===== config.mk =====
export PLATFORM = sky130hd
export DESIGN_NAME = ro_freq_meter
export DESIGN_NICKNAME = d
export VERILOG_FILES = /design/src/rtl/ro_freq_meter.sv
export SDC_FILE = /design/constraint.sdc
export NUM_CORES = 1
export LEC_CHECK = 0
export ABC_CLOCK_PERIOD_IN_PS = 2400
export CORE_MARGIN = 2
export CORE_UTILIZATION = 50
export DETAILED_ROUTE_END_ITERATION = 6
export GPL_TIMING_DRIVEN = 0
export PLACE_DENSITY = 0.76
export SYNTH_ARGS = -nofsm -noshare
export SYNTH_HDL_FRONTEND = slang
export SYNTH_SLANG_ARGS = --single-unit

===== constraint.sdc =====
create_clock -name wb_clk_i -period 2.4 [get_ports wb_clk_i]
set_input_delay 0.48 -clock wb_clk_i [delete_from_list [all_inputs] [get_ports wb_clk_i]]
set_output_delay 0.48 -clock wb_clk_i [all_outputs]
set_load 0.02 [all_outputs]

===== src/rtl/ro_freq_meter.sv =====
// Ring-oscillator frequency meter.
// The meter selects one of five oscillator outputs and enables the oscillator.
// It waits a fixed settle time, then counts synchronized rising edges over a
// programmable gate window. The result is offered with a valid/ready handshake.
module ro_freq_meter #(
  parameter int BITS   = 16,
  parameter int GATE_W = 16,
  parameter int SETTLE = 8
) (
  input  logic              wb_clk_i,
  input  logic              wb_rst_n,
  input  logic              meas_start,
  input  logic              meas_abort,
  input  logic [4:0]        cfg_sel,
  input  logic [2:0]        osc_idx,
  input  logic [GATE_W-1:0] gate_cycles,
  output logic              s1,
  output logic              s2,
  output logic              s3,
  output logic              s4,
  output logic              s5,
  output logic              start,
  input  logic              X1_Y1,
  input  logic              X2_Y1,
  input  logic              X3_Y1,
  input  logic              X4_Y1,
  input  logic              X5_Y1,
  output logic              busy,
  output logic              result_valid,
  input  logic              result_ready,
  output logic [BITS-1:0]   count,
  output logic              overflow
);

  // One down-counter times both phases.
  // It is wide enough for the settle constant and for the gate length.
  localparam int TW = (GATE_W > 8) ? GATE_W : 8;

  typedef enum logic [1:0] {
    ST_IDLE,
    ST_SETTLE,
    ST_GATE,
    ST_DONE
  } state_t;

  state_t            state_reg;
  state_t            state_next;
  logic [TW-1:0]     timer_reg;
  logic [4:0]        cfg_reg;
  logic [2:0]        idx_reg;
  logic [GATE_W-1:0] gate_reg;
  logic [BITS-1:0]   count_reg;
  logic              ovf_reg;
  logic              sync1_reg;
  logic              sync2_reg;
  logic              hist_reg;

  logic              accept;
  logic              timer_zero;
  logic              edge_seen;
  logic              x_sel;
  logic [TW-1:0]     gate_last;

  assign timer_zero = (timer_reg == '0);
  // A gate length of zero is stretched to a single cycle.
  assign gate_last  = (gate_reg == '0) ? '0 : (TW'(gate_reg) - TW'(1));
  assign edge_seen  = sync2_reg & ~hist_reg;

  assign s1       = cfg_reg[0];
  assign s2       = cfg_reg[1];
  assign s3       = cfg_reg[2];
  assign s4       = cfg_reg[3];
  assign s5       = cfg_reg[4];
  assign count    = count_reg;
  assign overflow = ovf_reg;

  // Oscillator source mux; out-of-range indices read as a constant low input.
  always_comb begin
    x_sel = 1'b0;
    case (idx_reg)
      3'd0:    x_sel = X1_Y1;
      3'd1:    x_sel = X2_Y1;
      3'd2:    x_sel = X3_Y1;
      3'd3:    x_sel = X4_Y1;
      3'd4:    x_sel = X5_Y1;
      default: x_sel = 1'b0;
    endcase
  end

  // State register.
  always_ff @(posedge wb_clk_i or negedge wb_rst_n) begin
    if (!wb_rst_n) begin
      state_reg <= ST_IDLE;
    end else begin
      state_reg <= state_next;
    end
  end

  // Next-state and status outputs; abort wins over timer expiry and the handshake.
  always_comb begin
    state_next   = state_reg;
    accept       = 1'b0;
    start        = 1'b0;
    busy         = 1'b1;
    result_valid = 1'b0;
    case (state_reg)
      ST_IDLE: begin
        busy = 1'b0;
        if (meas_start) begin
          accept     = 1'b1;
          state_next = ST_SETTLE;
        end
      end
      ST_SETTLE: begin
        start = 1'b1;
        if (meas_abort)      state_next = ST_IDLE;
        else if (timer_zero) state_next = ST_GATE;
      end
      ST_GATE: begin
        start = 1'b1;
        if (meas_abort)      state_next = ST_IDLE;
        else if (timer_zero) state_next = ST_DONE;
      end
      ST_DONE: begin
        result_valid = 1'b1;
        if (meas_abort || result_ready) state_next = ST_IDLE;
      end
      default: begin
        busy       = 1'b0;
        state_next = ST_IDLE;
      end
    endcase
  end

  // Phase timer.
  // It is loaded with the settle length on acceptance and with the gate length
  // when settling ends. It then counts down to zero.
  always_ff @(posedge wb_clk_i or negedge wb_rst_n) begin
    if (!wb_rst_n) begin
      timer_reg <= '0;
    end else if (accept) begin
      timer_reg <= TW'(SETTLE - 1);
    end else if (state_reg == ST_SETTLE && timer_zero) begin
      timer_reg <= gate_last;
    end else if ((state_reg == ST_SETTLE || state_reg == ST_GATE) && !timer_zero) begin
      timer_reg <= timer_reg - TW'(1);
    end
  end

  // Measurement configuration is captured once per accepted request.
  always_ff @(posedge wb_clk_i or negedge wb_rst_n) begin
    if (!wb_rst_n) begin
      cfg_reg  <= '0;
      idx_reg  <= '0;
      gate_reg <= '0;
    end else if (accept) begin
      cfg_reg  <= cfg_sel;
      idx_reg  <= osc_idx;
      gate_reg <= gate_cycles;
    end
  end

  // Free-running synchronizer plus history flop on the selected oscillator.
  always_ff @(posedge wb_clk_i or negedge wb_rst_n) begin
    if (!wb_rst_n) begin
      sync1_reg <= 1'b0;
      sync2_reg <= 1'b0;
      hist_reg  <= 1'b0;
    end else begin
      sync1_reg <= x_sel;
      sync2_reg <= sync1_reg;
      hist_reg  <= sync2_reg;
    end
  end

  // Saturating edge counter with a sticky overflow flag.
  // Both are cleared only by a new acceptance.
  always_ff @(posedge wb_clk_i or negedge wb_rst_n) begin
    if (!wb_rst_n) begin
      count_reg <= '0;
      ovf_reg   <= 1'b0;
    end else if (accept) begin
      count_reg <= '0;
      ovf_reg   <= 1'b0;
    end else if (state_reg == ST_GATE && !meas_abort && edge_seen) begin
      if (count_reg == {BITS{1'b1}}) begin
        ovf_reg <= 1'b1;
      end else begin
        count_reg <= count_reg + BITS'(1);
      end
    end
  end

endmodule


Word level (Yosys, flattened, before mapping)
Cells that the tools add are included.

word-level totals
  bits in registers = 62
  output and inout port bits = 25
  logic and storage cells = 70

operators by class
  $add $sub $neg = 3
  equal/unequal tests = 13
  muxes and demuxes = 23
  bitwise operators = 2
  reduce and logical (&&, ||, !) cells = 19

operators by type and width
  operator                                             count
  two-way mux 16 bit                                   7
  zero test 16 bit                                     2
  subtractor 16 x 1 -> 16 bit (second input constant)  2
  adder 16 x 1 -> 16 bit (second input constant)       1
  == test 16 bit (second input constant)               1
  two-way mux 2 bit                                    6
  two-way mux 1 bit                                    8
  case mux 2 bit (4 select lines)                      1
  == test 3 x 2 -> 1 bit (second input constant)       2
  != test 2 bit (second input constant)                3
  != test 3 bit (second input constant)                2
  case mux 1 bit (5 select lines)                      1
  == test 2 bit (second input constant)                2
  logical AND 1 bit                                    4
  AND reduction 2 bit                                  2
  AND reduction 4 bit                                  1
  nonzero test 2 bit                                   2
  == test 3 x 1 -> 1 bit (second input constant)       1
  == test 3 bit (second input constant)                1
  zero test 3 bit                                      1
  nonzero test 3 bit                                   1
  == test 2 x 1 -> 1 bit (second input constant)       1
  zero test 1 bit                                      2
  zero test 2 bit                                      1
  4 further kinds                                      5

Longest topological paths before layout
Gate-level depths: netlist (run 1).

  depth in word-level cells = 6
  mapped depth = 8
  gate-level depth less buffers = 7

Least setup slack after synthesis (run 1)
OpenSTA, ideal clock, no wires.

  kind = register to register
  start = register timer_reg[0]
  end = register timer_reg[10]
  setup time = 0.144 ns
  arrival = 2.050 ns
  path slack = 0.206 ns
  stages on the path, launching flop included = 8
  path buffers = 0
  period minus slack after synthesis = 2.194 ns
  cells stage by stage = dfrtp_1 -> inv_1 -> ha_1 -> or4b_2 -> nor3_1 -> or4_1 -> xor2_1 -> o22ai_1

between the ends
  longest elaborated chain between the ends = 4
  elaborated cells between the ends (all ways) = 9
  classes of those cells = add/sub: 1; mux: 3; reduce/logical: 5

ends and longest elaborated chain
  what                                                             RTL line  source
  start: declaration                                               48        logic [TW-1:0] timer_reg;
  start signal: assignment                                         142       timer_reg <= TW'(SETTLE - 1);
  start signal: assignment                                         144       timer_reg <= gate_last;
  start signal: assignment                                         146       timer_reg <= timer_reg - TW'(1);
  subtractor 16 x 1 -> 16 bit or zero test 16 bit (tied branches)  146, 64
  two-way mux 16 bit, or another cell as far along                 145       end else if ((state_reg == ST_SETTLE || state_reg == ST_GATE) && !timer_zero) begin
  two-way mux 16 bit or logical AND 1 bit (tied branches)          143, 145
  two-way mux 16 bit or nonzero test 3 bit (tied branches)         --

Several ways; a longest one is shown, not always the timed one. The select of a mux whose other input is x is not followed.
A chain may end at the register's enable or synchronous reset.

Final worst setup path (run 1)
  start = register gate_reg[0]
  end = register timer_reg[4]

between the ends
  longest elaborated chain between the ends = 4
  elaborated cells between the ends (all ways) = 5
  classes of those cells = add/sub: 1; mux: 3; reduce/logical: 1

ends and longest elaborated chain
  what                                                             RTL line  source
  start: declaration                                               51        logic [GATE_W-1:0] gate_reg;
  start signal: assignment                                         159       gate_reg <= gate_cycles;
  subtractor 16 x 1 -> 16 bit or zero test 16 bit (tied branches)  66        assign gate_last = (gate_reg == '0) ? '0 : (TW'(gate_reg) - TW'(1));
  two-way mux 16 bit *                                             66
  two-way mux 16 bit *                                             143       end else if (state_reg == ST_SETTLE && timer_zero) begin
  two-way mux 16 bit *                                             141       end else if (accept) begin

Every way passes the cells marked *; elsewhere a longest branch is shown, timed or not.

==> results of run 1 <==
==> power by group through the flow <==
| stage | sequential [W] | clock [W] | combinational, W |
|---|---|---|---|
| final | 0.00170 | 0.00104 | 0.00180 |
| after global routing | 0.00176 | 0.00109 | 0.00200 |
| after CTS | 0.00169 | 0.00105 | 0.00178 |
| after detailed placement | 0.00171 | 0 | 0.00173 |
| after global placement | 0.00169 | 0 | 0.00168 |
| after floorplan | 0.00168 | 0 | 0.00121 |
==> cells in the mapped netlist (3+ instances only) <==
| master | count | area [um^2] |
|---|---|---|
| and3_1 | 3 | 18.77 |
| ha_1 | 9 | 112.6 |
| clkbuf_1 | 11 | 41.29 |
| a21oi_1 | 11 | 55.05 |
| mux2_2 | 3 | 33.78 |
| nor2_1 | 26 | 97.59 |
| nor3_1 | 13 | 65.06 |
| o21ai_1 | 3 | 15.01 |
| nor4b_1 | 3 | 26.28 |
| dfrtp_1 | 62 | 1551 |
| o21ai_0 | 16 | 80.08 |
| or3_1 | 6 | 37.54 |
| xor2_1 | 6 | 52.55 |
| xnor2_1 | 23 | 201.4 |
| inv_1 | 13 | 48.80 |
| nor4_1 | 13 | 81.33 |
| or4_1 | 8 | 60.06 |
| nand2_1 | 86 | 322.8 |
| a31oi_1 | 4 | 25.02 |
| nor2b_1 | 3 | 18.77 |
| nand4_1 | 4 | 25.02 |
| nand4b_1 | 3 | 26.28 |
| o22ai_1 | 6 | 37.54 |
| nand3_1 | 7 | 35.03 |
| nand2b_1 | 3 | 18.77 |
==> metal layers <==
metal	vias up	global-route usage, %	routed length, um
met5	-	0	0
met4	0	7.692	100
met3	8	4.171	269
met2	57	34.44	3756
met1	1446	31.93	3782
li1	1515	-	-
==> layout by cell type (no fill, tap or decap), types with 10 or more instances in the layout <==
cell type / netlist / final
nor4_1: 13 / 10
clkbuf_8: 0 / 10
a21oi_1: 11 / 11
clkdlybuf4s50_1: 0 / 56
o21ai_0: 16 / 15
dfrtp_1: 62 / 62
xnor2_1: 23 / 23
inv_1: 13 / 13
nor3_1: 13 / 12
nand2_1: 86 / 86
nor2_1: 26 / 26
==> critical path: stages (launching register included) <==
cell and delay [ns]:
dfrtp_1 0.42, inv_1 0.09, ha_2 0.20, or4b_1 0.55, nand2b_2 0.27, o311ai_4 0.35
buf_12 0.17, o21ai_1 0.08
==> kinds of logic after synthesis <==
family                   share of synthesized area, %
AND/OR/NAND/NOR                                 27.94
AO/OA/AOI/OAI                                   12.35
flip-flops                                      44.52
XOR/XNOR                                        7.289
buffers and inverters                           3.052
adder cells (fa/ha/maj)                         3.232
multiplexers                                    1.616
==> layout make-up <==
cell class              count  area share (%)
clock buffers              11           3.157
clock inverters             5           1.844
plain buffers              12           1.257
repair buffers             60           13.80
flip-flops and latches     62           34.65
inverters                  13           1.090
well taps                  80           2.235
multi-input cells         296           41.97
==> metrics by stage <==
| step | area [um^2] | TNS (ns) | hold slack (ns) | power (W) |
|---|---|---|---|---|
| finish | 4478 | 0 | 0.1270 | 0.004538 |
| floorplan | 3485 | 0 | 0.1844 | 0.002881 |
| detailed placement | 4180 | -3.866 | 0.3371 | 0.003438 |
| global route | 4478 | -0.004633 | 0.1469 | 0.004854 |
| CTS | 4429 | 0 | 0.1280 | 0.004522 |
| global placement | 4165 | -74.07 | 0.3378 | 0.003370 |
==> timing repair <==
item | 4_1_cts | 5_1_grt
buffers inserted | 0 | 1
gates cloned | 0 | 0
setup endpoints to repair | 19 | 29
gates resized for setup | 5 | 11
pin swaps | 0 | 2
==> final timing paths <==
kind                             startpoint            to  cells after the start
worst max-delay path            gate_reg[0]  timer_reg[4]                      7
worst min register to register    sync1_reg     sync2_reg                      0
max in group asynchronous          wb_rst_n      hist_reg                      2
min in group wb_clk_i             sync1_reg     sync2_reg                      0
worst min-delay path               wb_rst_n   gate_reg[4]                      1
worst max register to register  gate_reg[0]  timer_reg[4]                      7
==> impl_metrics.env, run 1 <==
export IMPL_area_delta_synth_final_pct=28.51
export IMPL_netlist_instances=384
export IMPL_drv_slew=0
export IMPL_clkPwrFrac_pct=22.8
export IMPL_die_w_um=87.48
export IMPL_final_hold_violation_count=0
export IMPL_hold_buffers=0
export IMPL_syn_num_nets=427
export IMPL_syn_avg_cell_area_um2=9.074
export IMPL_grt_pass1_wl_um=13410
export IMPL_max_freq_ghz=0.4438
export IMPL_clock_skew_ns=0.01002
export IMPL_ir_worst_vdd_mv=0.7290
export IMPL_fillers=548
export IMPL_synth_seq_cells=62
export IMPL_grt_start_max_net_pins=41
export IMPL_setup_slack_ns=0.1467
export IMPL_drive_above_1_share_pct=10.02
export IMPL_seqCellArea_um2=1551
export IMPL_h_tree_depth=3
export IMPL_cap_violations=0
export IMPL_synthesis_area_um2=3485
export IMPL_antenna_diode_count=0
export IMPL_tightest_slew_ns=0.5944
export IMPL_dp_cells=523
export IMPL_ys_flop_type="dfrtp_1"
export IMPL_ff2ff_setup_slack_ns=0.15
export IMPL_io_pins=59
export IMPL_antenna_found_initial=0
export IMPL_routed_via_density=5.614
export IMPL_firstDrtPassIters=4
export IMPL_grt_overflow=0
export IMPL_period_share_pct=93.89
export IMPL_setup_viol=0
export IMPL_core_area_um2=6756
export IMPL_die_area_um2=7653
export IMPL_leakage_nw=1.903
export IMPL_arrival_ns=2.47
export IMPL_cts_buffer_depth=2
export IMPL_multi_input_area_um2=1879
export IMPL_power_density_nw_per_um2=1013
export IMPL_crit_required_ns=2.61
export IMPL_post_place_ws_ns=-0.3167
export IMPL_insertion_delay_ns=0.34
export IMPL_power_switching_w=0.001784
export IMPL_clock_sinks=62
export IMPL_first_global_vias=2797
export IMPL_start_util_pct=51.57
export IMPL_slew_headroom_pct=60.22
export IMPL_cts_tree="done"
export IMPL_p_int_w=0.002754
export IMPL_finish_utilization_pct=66.28
export IMPL_p_comb_share_pct=39.6
export IMPL_sw_frac_of_total_pct=39.31
export IMPL_period_needed_ns=2.253
export IMPL_synthDistinctLibCells=58
export IMPL_clkSlewWorstSetupHoldPaths_ns=0.07
export IMPL_die_h_um=87.48
export IMPL_hpwl_um=5825
export IMPL_fin_cells=539
export IMPL_routed_wl_um=7908
export IMPL_vias=3026
export IMPL_cp_max_fo=9
export IMPL_seq_area_frac_synth_pct=44.52
export IMPL_antenna_left=0
export IMPL_status="finished, final reports clean"
export IMPL_grt_usage_pct=22.42
export IMPL_start_kind="register"
export IMPL_io_buffer_count=58
export IMPL_holdCritPathClass="input port to asynchronous set/reset pin"
export IMPL_final_nets=497
export IMPL_yosysWarnings=0
export IMPL_cts_root_buf="clkbuf_8"
export IMPL_synth_edf_count=0
export IMPL_gp_congestion=0.8898
export IMPL_crit_path_end_kind="register"
export IMPL_routedWlPerCell_um=14.67
export IMPL_drc=0
export IMPL_initialDrtViolationCount=225
export IMPL_cts_buffers=9
export IMPL_crit_type="register to register"
export IMPL_num_rows=30
export IMPL_synth_async_reset_ratio_pct=100.0
export IMPL_p_seq_share_pct=37.6
Power figures use the tool's default switching activity.
==> run 2: changes to the inputs <==
--- a/config.mk
+++ b/config.mk
@@ -7,10 +7,10 @@
 export LEC_CHECK = 0
 export ABC_CLOCK_PERIOD_IN_PS = 2400
 export CORE_MARGIN = 2
-export CORE_UTILIZATION = 50
+export CORE_UTILIZATION = 45
 export DETAILED_ROUTE_END_ITERATION = 6
 export GPL_TIMING_DRIVEN = 0
-export PLACE_DENSITY = 0.76
+export PLACE_DENSITY = 0.69
 export SYNTH_ARGS = -nofsm -noshare
 export SYNTH_HDL_FRONTEND = slang
 export SYNTH_SLANG_ARGS = --single-unit
==> run 2 against run 1 <==
Compared with the run above:
- non-clock buffer count unchanged
- count of clock-buffer cells in the layout unchanged
- critical path type unchanged
- critical path depth increased by 1
==> impl_metrics.env, run 2 (synthesis gave the netlist of run 1 again) <==
export IMPL_firstDrtPassIters=5
export IMPL_routedWlPerCell_um=14.04
export IMPL_antenna_diode_count=0
export IMPL_drc=0
export IMPL_hpwl_um=5865
export IMPL_cp_startpoint="gate_reg[0]"
export IMPL_grt_usage_pct=19.77
export IMPL_clock_skew_ns=0.007393
export IMPL_p_total_w=0.004345
export IMPL_insertion_delay_ns=0.33
export IMPL_setup_viol=0
export IMPL_reg2reg_from="gate_reg[0]"
export IMPL_status="finished, final reports clean"
export IMPL_p_int_w=0.002603
export IMPL_antenna_found_initial=0
export IMPL_die_w_um=92.00
export IMPL_rsz0062_at_grt="no"
export IMPL_crit_type="register to register"
export IMPL_core_area_um2=7607
export IMPL_ir_worst_vdd_mv=0.4683
export IMPL_start_kind="register"
export IMPL_cts_root_buf="clkbuf_8"
export IMPL_worst_r2r_cell_count=8
export IMPL_num_rows=32
export IMPL_gp_congestion=0.8302
export IMPL_antenna_left=0
export IMPL_clock_sinks=62
export IMPL_tns_ns=0
export IMPL_clkPwrFrac_pct=19.8
export IMPL_leakage_nw=1.878
export IMPL_die_area_um2=8463
export IMPL_arrival_ns=2.46
export IMPL_final_common_cell="nand2_1"
export IMPL_final_nets=497
export IMPL_die_h_um=92.00
export IMPL_power_switching_w=0.001742
export IMPL_final_area_um2=4449
export IMPL_drv_slew=0
export IMPL_h_tree_depth=3
export IMPL_power_density_nw_per_um2=976.6
export IMPL_slew_headroom_pct=49.53
export IMPL_io_buffer_count=58
export IMPL_cts_tree="done"
export IMPL_grt_pass1_wl_um=13330
export IMPL_vias=3005
export IMPL_cp_max_fo=10
export IMPL_initialDrtViolationCount=135
export IMPL_cts_buffers=9
export IMPL_start_util_pct=45.81
export IMPL_crit_required_ns=2.60
export IMPL_final_cell_mix="nand2_1, dfrtp_1, clkdlybuf4s50_1"
export IMPL_grt_start_max_net_pins=35
export IMPL_holdCritPathClass="input port to asynchronous set/reset pin"
export IMPL_clkSlewWorstSetupHoldPaths_ns=0.07
export IMPL_period_share_pct=94.45
export IMPL_tightest_slew_ns=0.7571
export IMPL_max_freq_ghz=0.4412
export IMPL_cts_buffer_depth=2
export IMPL_cap_violations=0
export IMPL_post_dp_cell_area_um2=4208
export IMPL_p_comb_share_pct=40.9
export IMPL_routed_via_density=5.366
export IMPL_routed_wl_um=7860
export IMPL_area_delta_synth_final_pct=27.68
export IMPL_p_seq_share_pct=39.2
export IMPL_crit_path_end_kind="register"
export IMPL_grt_overflow=0
export IMPL_first_global_vias=2896
export IMPL_drive_above_1_share_pct=8.734
export IMPL_sw_frac_of_total_pct=40.09
export IMPL_period_needed_ns=2.267
export IMPL_io_pins=59
export IMPL_ff2ff_setup_slack_ns=0.13
export IMPL_final_hold_violation_count=0
==> run 2: critical path: stages, from the launching register on <==
cell and delay, ns:
dfrtp_1 0.41, inv_1 0.09, ha_1 0.21, or4b_1 0.44, clkbuf_1 0.17, nand2b_1 0.25
o311ai_4 0.33, buf_12 0.17, o22ai_1 0.06
==> run 2: repair_timing <==
action | CTS | global route
setup buffers | 0 | 1
pin swaps | 0 | 2
gates resized for setup | 5 | 6
cloned | 0 | 0
endpoints found under the setup margin | 19 | 26
hold buffers | 0 | 0
==> run 2: path summary, 6_finish.rpt <==
check / endpoint
worst max register to register: timer_reg[9]
worst min-delay path: gate_reg[4]
max in group asynchronous: state_reg[0]
worst max-delay path: timer_reg[9]
min in group wb_clk_i: sync2_reg
worst min register to register: sync2_reg
==> run 2: cell type report <==
class	instances	area, um^2
plain buffers	12	55.05
clock buffers	11	131.4
clock inverters	4	48.80
fillers	680	3158
inverters	13	48.80
multi-input cells	296	1868
flip-flops and latches	62	1551
well taps	102	127.6
repair buffers	60	618.1
==> run 2: metal layers <==
metal | GRT usage (%) | vias up | wire length, um
li1 | - | 1508 | -
met1 | 27.65 | 1431 | 3833
met2 | 30.64 | 57 | 3675
met3 | 2.876 | 9 | 228
met4 | 8.831 | 0 | 123
met5 | 0 | - | 0
==> run 2: power groups by stage <==
stage / Combinational [W] / Clock, W / Sequential (W)
after detailed placement: 0.00173 / 0 / 0.00171
after CTS: 0.00178 / 0.000890 / 0.00169
after global routing: 0.00198 / 0.000930 / 0.00176
after global placement: 0.00169 / 0 / 0.00169
final: 0.00178 / 0.000861 / 0.00170
after floorplan: 0.00121 / 0 / 0.00168
==> run 2: through the flow <==
| stage | cells | hold slack, ns | setup WS, ns | util, % |
|---|---|---|---|---|
| detailed placement | 545 | 0.3434 | -0.3393 | 55.31 |
| floorplan | 384 | 0.1844 | 0.2064 | - |
| global placement | 544 | 0.3392 | -1.187 | 55.12 |
| finish | 560 | 0.2112 | 0.1332 | 58.49 |
| CTS | 560 | 0.2197 | 0.01334 | 58.01 |
| global route | 560 | 0.2620 | 0.0003155 | 58.49 |
==> run 3: changes to the inputs <==
--- a/config.mk
+++ b/config.mk
@@ -8,6 +8,7 @@
 export ABC_CLOCK_PERIOD_IN_PS = 2400
 export CORE_MARGIN = 2
 export CORE_UTILIZATION = 45
+export CTS_CLUSTER_SIZE = 8
 export DETAILED_ROUTE_END_ITERATION = 6
 export GPL_TIMING_DRIVEN = 0
 export PLACE_DENSITY = 0.69
==> results of run 3 <==
Same layout as run 2: the final DEF is identical, and so are final timing and power.
